**src/rtl/mm_pkg.sv**
```systemverilog
// Shared definitions for the memory-access stage: op-field indices, access sizes,
// engine state encoding and the size-to-bytes helper.
package mm_pkg;

  localparam int unsigned LS_EN  = 4;
  localparam int unsigned LS_ST  = 1;
  localparam int unsigned LS_UNS = 0;

  localparam logic [1:0] SZ_B = 2'd0;
  localparam logic [1:0] SZ_H = 2'd1;
  localparam logic [1:0] SZ_W = 2'd3;

  typedef enum logic [1:0] {
    IDLE = 2'd0,
    ACC  = 2'd1,
    FIN  = 2'd2
  } state_t;

  function automatic int unsigned nbytes(input logic [1:0] size);
    return 32'(size) + 32'd1;
  endfunction

endpackage

```
**src/rtl/mm_lsu_ext.sv**
```systemverilog
// Sign/zero extender for assembled load data: keeps the low nbytes(size) bytes
// and fills the upper bits with zeros or the top kept bit.
module mm_lsu_ext
  import mm_pkg::*;
#(
  parameter int unsigned XLEN = 32
) (
  input  logic [XLEN-1:0] data,
  input  logic [1:0]      size,
  input  logic            uns,
  output logic [XLEN-1:0] ext
);

  int unsigned             sh;
  logic signed [XLEN-1:0]  left;

  // Left-justify the kept bytes, then shift back logically or arithmetically.
  always_comb begin
    sh   = XLEN - nbytes(size) * 32'd8;
    left = data << sh;
    if (uns)
      ext = left >> sh;
    else
      ext = left >>> sh;
  end

endmodule

```
**src/rtl/mm_lsu.sv**
```systemverilog
// Memory-access stage: combinational passthrough for non-memory ops, beat-wise
// load/store engine over a narrow memory-controller bus with pipeline stall.
module mm_lsu
  import mm_pkg::*;
#(
  parameter int unsigned XLEN     = 32,
  parameter int unsigned BUS_W    = 8,
  parameter int unsigned MIS_TRAP = 1
) (
  input  logic             clk,
  input  logic             rst,
  input  logic             we,
  input  logic [4:0]       wa,
  input  logic [XLEN-1:0]  wn,
  input  logic [XLEN-1:0]  st_data,
  input  logic [4:0]       ls_op,
  output logic             we_o,
  output logic [4:0]       wa_o,
  output logic [XLEN-1:0]  wn_o,
  output logic             stall,
  output logic             mis,
  output logic             mem_req,
  output logic             mem_wr,
  output logic [31:0]      mem_addr,
  output logic [BUS_W-1:0] mem_wdata,
  input  logic [BUS_W-1:0] mem_rdata,
  input  logic             mem_ack
);

  localparam int unsigned BB = BUS_W / 8;

  state_t          state, state_nx;
  logic [1:0]      cnt;
  logic [XLEN-1:0] ld_buf;
  logic [XLEN-1:0] sd_q;
  logic [31:0]     base_q;
  logic [3:0]      op_q;
  logic            mis_q;
  logic            misaligned;
  logic            last_beat;
  logic [XLEN-1:0] ext_val;

  // NB is a power of two for every legal size, so the modulo reduces to a mask.
  assign misaligned = (wn[1:0] & 2'(nbytes(ls_op[3:2]) - 32'd1)) != 2'b00;
  assign last_beat  = (32'(cnt) + 32'd1) * BB >= nbytes(op_q[3:2]);

  mm_lsu_ext #(.XLEN(XLEN)) u_ext (
    .data (ld_buf),
    .size (op_q[3:2]),
    .uns  (op_q[LS_UNS]),
    .ext  (ext_val)
  );

  always_ff @(posedge clk) begin
    if (rst) begin
      state  <= IDLE;
      cnt    <= '0;
      ld_buf <= '0;
      sd_q   <= '0;
      base_q <= '0;
      op_q   <= '0;
      mis_q  <= 1'b0;
    end else begin
      state <= state_nx;
      case (state)
        IDLE: if (ls_op[LS_EN]) begin
          op_q   <= ls_op[3:0];
          base_q <= 32'(wn);
          sd_q   <= st_data;
          cnt    <= '0;
          ld_buf <= '0;
          mis_q  <= (MIS_TRAP != 0) && misaligned;
        end
        ACC: if (mem_ack) begin
          if (!op_q[LS_ST])
            ld_buf <= ld_buf | (XLEN'(mem_rdata) << (32'(cnt) * BUS_W));
          cnt <= cnt + 2'd1;
        end
        default: ;
      endcase
    end
  end

  always_comb begin
    state_nx  = state;
    we_o      = 1'b0;
    wa_o      = '0;
    wn_o      = '0;
    stall     = 1'b0;
    mis       = 1'b0;
    mem_req   = 1'b0;
    mem_wr    = 1'b0;
    mem_addr  = '0;
    mem_wdata = '0;
    case (state)
      IDLE: begin
        if (ls_op[LS_EN]) begin
          stall    = 1'b1;
          state_nx = ((MIS_TRAP != 0) && misaligned) ? FIN : ACC;
        end else begin
          we_o = we;
          wa_o = wa;
          wn_o = wn;
        end
      end
      ACC: begin
        stall     = 1'b1;
        mem_req   = 1'b1;
        mem_wr    = op_q[LS_ST];
        mem_addr  = base_q + 32'(cnt) * BB;
        mem_wdata = BUS_W'(sd_q >> (32'(cnt) * BUS_W));
        if (mem_ack && last_beat)
          state_nx = FIN;
      end
      FIN: begin
        wa_o     = wa;
        mis      = mis_q;
        state_nx = IDLE;
        if (mis_q || op_q[LS_ST]) begin
          wn_o = wn;
        end else begin
          wn_o = ext_val;
          we_o = we;
        end
      end
      default: state_nx = IDLE;
    endcase
    if (rst) begin
      we_o      = 1'b0;
      wa_o      = '0;
      wn_o      = '0;
      stall     = 1'b0;
      mis       = 1'b0;
      mem_req   = 1'b0;
      mem_wr    = 1'b0;
      mem_addr  = '0;
      mem_wdata = '0;
    end
  end

endmodule
```
**config.mk**
```make
export PLATFORM = sky130hd
export DESIGN_NAME = mm_lsu
export DESIGN_NICKNAME = d
export VERILOG_FILES = /design/src/rtl/mm_pkg.sv /design/src/rtl/mm_lsu_ext.sv /design/src/rtl/mm_lsu.sv
export SDC_FILE = /design/constraint.sdc
export NUM_CORES = 1
export LEC_CHECK = 0
export BUFFER_PORTS_ARGS = -buffer_cell sky130_fd_sc_hd__buf_2
export CAP_MARGIN = 25
export CELL_PAD_IN_SITES_DETAIL_PLACEMENT = 1
export CELL_PAD_IN_SITES_GLOBAL_PLACEMENT = 2
export CORE_AREA = 2 2 113 170
export DETAILED_ROUTE_END_ITERATION = 6
export DIE_AREA = 0 0 115 172
export PLACE_DENSITY = 0.87
export SKIP_CTS_REPAIR_TIMING = 1
export SYNTH_ARGS = -nofsm -noshare
export SYNTH_HDL_FRONTEND = slang
export SYNTH_SLANG_ARGS = --single-unit
```
**constraint.sdc**
```tcl
create_clock -name clk -period 3.4 [get_ports clk]
set_input_delay 0.51 -clock clk [delete_from_list [all_inputs] [get_ports clk]]
set_output_delay 0.51 -clock clk [all_outputs]
set_load 0.005 [all_outputs]
```
-- After elaboration in Yosys (flattened, before gate mapping)
Cells that the tools add are included.
- register bits after elaboration: 105
- output and inout bits: 82
- word-level logic and storage cells: 73
- add/subtract/negate cells: 7
- $lt $le $gt $ge: 1
- equality and inequality tests: 6
- shift-type cells: 5
- mux-type cells: 36
- bitwise operators: 2
- reductions and logical operators: 9
- operators with widths (cell ; number):
    $mux W32 ; 9
    $pmux W32 S2 ; 2
    $add A32 B2 Y32 ; 1
    $ge A3 B32 Y1 ; 1
    $or A32 B32 Y32 ; 1
    $shl A32 B32 Y32 ; 1
    $shl A8 B5 Y32 ; 1
    $shr A32 B32 Y32 ; 1
    $shr A32 B5 Y8 ; 1
    $sshr A32 B32 Y32 ; 1
    $sub A6 B32 Y32 const A ; 1
    $mux W8 ; 2
    $mux W1 ; 11
    $mux W2 ; 5
    $mux W5 ; 2
    $pmux W5 S2 ; 1
    $ne A2 B2 Y1 const B ; 4
    $pmux W2 S2 ; 2
    $add A2 B1 Y3 const B ; 2
    $add A2 B1 Y2 const B ; 2
    $pmux W1 S2 ; 2
    $reduce_and A2 Y1 ; 2
    $reduce_and A4 Y1 ; 1
    $reduce_bool A2 Y1 ; 2
    8 further kinds ; 8

-- Longest topological paths before layout
- depth in word-level cells: 8
- depth in mapped cells: 8
- gate-level depth less buffers: 7

-- Cells and area by module
A second synthesis with hierarchy kept.
- cell total of the unflattened synthesis: 769
- area total of the unflattened synthesis: 5725.5 um2
- modules (own cells, without submodules) (module ; times used ; cells each ; area an instance (um2) ; seq. area each (um2)):
    mm_lsu ; 1 ; 699 ; 5298.8 ; 2102.0
    mm_lsu_ext ; 1 ; 70 ; 426.7 ; 0.0

-- Worst setup path after synthesis
OpenSTA, ideal clock, no wires.
- path type: register -> output
- start: register cnt[0]
- end: output mem_addr[20]
- arrival time: 1898 ps
- setup slack: 992 ps
- cell stages (with the launch flop): 9
- path buffers: 1
- cells stage by stage: dfxtp_1 ha_1 fa_1 and4_1 nand4_1 clkbuf_1 nor3_1 xnor2_1 nor2_1
- cells in the longest elaborated chain, start to end: 3
- RTL lines (item ; RTL line ; text):
    start: declaration ; mm_lsu.sv:33 ; logic [1:0] cnt;
    start signal: assignment ; mm_lsu.sv:77 ; cnt <= cnt + 2'd1;
    $add A32 B2 Y32 ; mm_lsu.sv:110 ; mem_addr = base_q + 32'(cnt) * BB;
    $mux W32 ; mm_lsu.sv:95 ; case (state)
    $mux W32 ; mm_lsu.sv:128 ; if (rst) begin
    end: declaration ; mm_lsu.sv:24 ; output logic [31:0] mem_addr,
No other way between the ends.

-- Worst setup path in the final report
- start: register op_q[2]
- end: output wn_o[23]
- cells in the longest elaborated chain, start to end: 8
- elaborated cells between the ends (all ways): 9
- those cells by class: add/sub: 2; shift: 3; mux: 4
- RTL lines (item ; RTL line ; text):
    start: declaration ; mm_lsu.sv:37 ; logic [3:0] op_q;
    start signal: assignment ; mm_lsu.sv:67 ; op_q <= ls_op[3:0];
    $add A2 B1 Y3 (*) ; mm_pkg.sv:20 ; return 32'(size) + 32'd1;
    $sub A6 B32 Y32 (*) ; mm_lsu_ext.sv:19 ; sh = XLEN - nbytes(size) * 32'd8;
    $shl A32 B32 Y32 ; mm_lsu_ext.sv:20 ; left = data << sh;
    $sshr A32 B32 Y32 / $shr A32 B32 Y32 (equally long branches) ; mm_lsu_ext.sv:24, mm_lsu_ext.sv:22 ;
    $mux W32 (*) ; mm_lsu_ext.sv:21 ; if (uns)
    $mux W32 (*) ; mm_lsu.sv:119 ; if (mis_q || op_q[LS_ST]) begin
    $pmux W32 S2 (*) ; mm_lsu.sv:95 ;
    $mux W32 (*) ; mm_lsu.sv:128 ;
    end: declaration ; mm_lsu.sv:19 ; output logic [XLEN-1:0] wn_o,
Mark *: on every way between the ends. The rest lies on a longest branch, timed or not.

==> metrics.csv <==
stage;metric;value;unit
placed_design;post-place-ws;0.643;ns
timing;hold_viol;0;
die;core;18300;um^2
critical_path;worstPathMaxFanout;10;
power;ir_drop;0.000264;V
critical_path;path_class;flop to output port;
timing;setup_tns;0;ns
die;row_count;61;
run_status;status;complete, no violations;
logic_synthesis;synth-edff-count;0;
global_route;grt_max_degree;75;
critical_path;critPathBufInv;1;
job;maxCapViolCount;0;
final_layout;antenna_cells;0;
global_route;grt_pass1_wl;30500;um
power;p_leak;2.85;nW
timing;finalSetupViolCount;0;
logic_synthesis;syn-num-nets;848;
clocking;cts_buffers;9;
timing;fin_crit;3.13;ns
timing;tightest_slew;0.975;ns
critical_path;arrival;2.62;ns
timing;fmax;0.319;GHz
logic_synthesis;synth_area;5600;um^2
drt;wl_per_cell;17.4;um
die;start_util;30.6;%
final_layout;fin_util;37.9;%
placed_design;place.gp.congestion;0.839;
critical_path;cp_data_required_time;2.89;ns
clocking;clkTransAtPathRegs;0.08;ns
global_route;grt_use_total;19.8;%
critical_path;worstReg2RegEnd;sd_q[27]$_SDFFE_PP0P_;
timing;skew;0.00701;ns
placed_design;dp_cells;1104;
logic_synthesis;synth_cell_type_count;47;
drt;drtIter0Drc;231;
logic_synthesis;yosys_warnings;0;
logic_synthesis;syn_avg_cell_area;7.43;um^2
critical_path;critPathLaunchType;flop;
clocking;cts_tree;yes;
final_layout;n_fill_cell;2303;
final_layout;stdcell_count;1120;
hold_path;hold_end;sd_q[12]$_SDFFE_PP0P_;
power;power.density;428;nW/um^2
critical_path;reg2reg_depth;6;
logic_synthesis;ys_seq_elements;105;
clocking;cts.sinks;105;
critical_path;slowest_delay;0.59;ns
placed_design;io_buffers;167;
critical_path;path_cells;ha_1 > xnor2_1 > o21ai_1 > o211ai_1 > a21oi_1 > buf_2;
critical_path;crit_slowest_cell;xnor2_1;
timing;drv_slew;0;
timing;rsz0062_at_grt;no;
logic_synthesis;async_flop_share;0;%
placed_design;hpwlAfterDp;14800;um
final_layout;areaGrowthSynthToFinish;24.0;%
final_layout;final_layout_size_suffix_gt1_share;24.9;%
clocking;max-clock-path-buffers;2;
drt;firstDrtPassIters;4;
timing;period_share;92.1;%
logic_synthesis;synth_ff_type;dfxtp_1;
hold_path;worstHoldStart;st_data[12];
timing;setup_ws;0.267;ns
die;fp.dieH;172;um
clocking;htreeDepth;3;
critical_path;endpoint_kind;output port;
final_layout;nets;989;
drt;drt-total-wl;19500;um
global_route;grt_overflow;0;
drt;drc;0;
die;dieArea;19800;um^2
critical_path;critical-path-top-delay-family;compound AO/OA/AOI/OAI gates;
drt;antenna_left;0;
clocking;clockRootBuffer;clkbuf_16;
critical_path;timing.rr.start;state[0]$_SDFFE_PP0P_;
die;die_w;115;um
hold_path;hp-class;input port to flop;
global_route;grt_antenna_before_repair;1;
global_route;grt_pass1_vias;5880;
drt;vias_per_cell;5.15;
drt;via_count;5764;
logic_synthesis;synth-seq-area-share;37.5;%
clocking;clk_latency;0.35;ns
logic_synthesis;synth_cells;754;
timing;relSlewSlack;34.8;%
hold_path;hold_depth;3;
die;io_pins;168;
critical_path;reg2reg_slack;1.20;ns
==> worst min-delay path, cell delays in order <==
cell	delay [ns]
buf_2	0.10
nand2_1	0.04
a21oi_1	0.05
==> layout make-up <==
cell class | instances | area (um^2) | area share, %
clock buffer | 9 | 225 | 3.24
timing repair buffer | 183 | 956 | 13.8
multi-input combinational | 583 | 3260 | 46.9
sequential | 105 | 2100 | 30.3
clock inverter | 7 | 75.1 | 1.08
inverter | 13 | 48.8 | 0.703
tap | 220 | 275 | 3.97
==> through the flow <==
| stage | total power, W | hold WS (ns) | instance area [um^2] |
|---|---|---|---|
| after floorplan | 0.00171 | 0.431 | 5600 |
| after global placement | 0.00193 | 0.441 | 6640 |
| after detailed placement | 0.00195 | 0.448 | 6640 |
| after CTS | 0.00301 | 0.382 | 6940 |
| after global routing | 0.00313 | 0.391 | 6940 |
| final | 0.00297 | 0.392 | 6940 |
==> synth_stat cells (8+ instances only) <==
cell,number,area share (%)
clkbuf_1,42,2.8
a22oi_1,9,1.2
xnor2_1,17,2.7
and3_1,13,1.5
o211ai_1,10,1.3
nand3_1,11,0.98
nor2_1,73,4.9
dfxtp_1,105,38
xor2_1,8,1.3
inv_1,12,0.80
mux2i_1,13,2.3
nand2_1,176,12
nor3_1,10,0.89
mux4_2,10,4.0
o21ai_0,25,2.2
a21oi_1,134,12
==> flip-flops by register name (all words and copies together), names as in the netlist <==
name / cells
base_q: 32
sd_q: 32
op_q: 4
ld_buf: 32
mis_q: 1
state: 2
cnt: 2
==> cells by family (layout without fill, tap and decap cells) <==
family,after synthesis,after routing,share of synthesized area (%)
buffers and inverters,66,212,4.56
AO/OA/AOI/OAI,193,193,18.7
XOR/XNOR,25,25,3.91
adder cells (fa/ha/maj),8,8,1.92
multiplexers,23,23,6.35
AND/OR/NAND/NOR,334,334,27.0
flip-flops,105,105,37.5
==> where the power goes <==
part / leakage, nW / internal [W] / total, W / switching [W]
logic: 1.84 / 0.000210 / 0.000548 / 0.000338
registers: 0.858 / 0.00130 / 0.00136 / 0.0000630
clock network: 0.151 / 0.000578 / 0.00106 / 0.000486
total: 2.85 / 0.00209 / 0.00297 / 0.000887
==> cells in the final DEF (no fill, tap or decap), types with 8 or more instances in the layout <==
cell type	n
nor3_1	10
o211ai_1	10
xnor2_1	17
nand3_1	11
a22oi_1	9
buf_2	167
o21ai_0	25
clkbuf_16	9
buf_4	16
and3_1	13
nor2_1	73
a21oi_1	134
xor2_1	8
mux2i_1	13
nand2_1	175
mux4_2	10
inv_1	12
dfxtp_1	105
==> worst max path at each step <==
stage | from | to | slack [ns] | cells after the start
3_5_place_dp | op_q[2]$_SDFFE_PP0P_ | wn_o[23] | 0.64 | 6
5_1_grt | op_q[2]$_SDFFE_PP0P_ | wn_o[17] | 0.03 | 6
3_3_place_gp | cnt[0]$_SDFFE_PP0P_ | mem_addr[18] | 0.70 | 8
6_report | op_q[2]$_SDFFE_PP0P_ | wn_o[23] | 0.27 | 6
2_1_floorplan | cnt[0]$_SDFFE_PP0P_ | mem_addr[20] | 0.99 | 8
4_1_cts | op_q[2]$_SDFFE_PP0P_ | wn_o[23] | 0.25 | 6
==> metal layers <==
metal	up-vias	share of wire (%)	GRT usage, %	wire length [um]
li1	2862	-	-	-
met1	2733	40	22.2	7890
met2	144	54	37.8	10400
met3	23	3.6	2.73	710
met4	2	2.2	6.76	435
met5	-	0.056	0	11
Note: power is estimated with default switching activity, not from simulation.
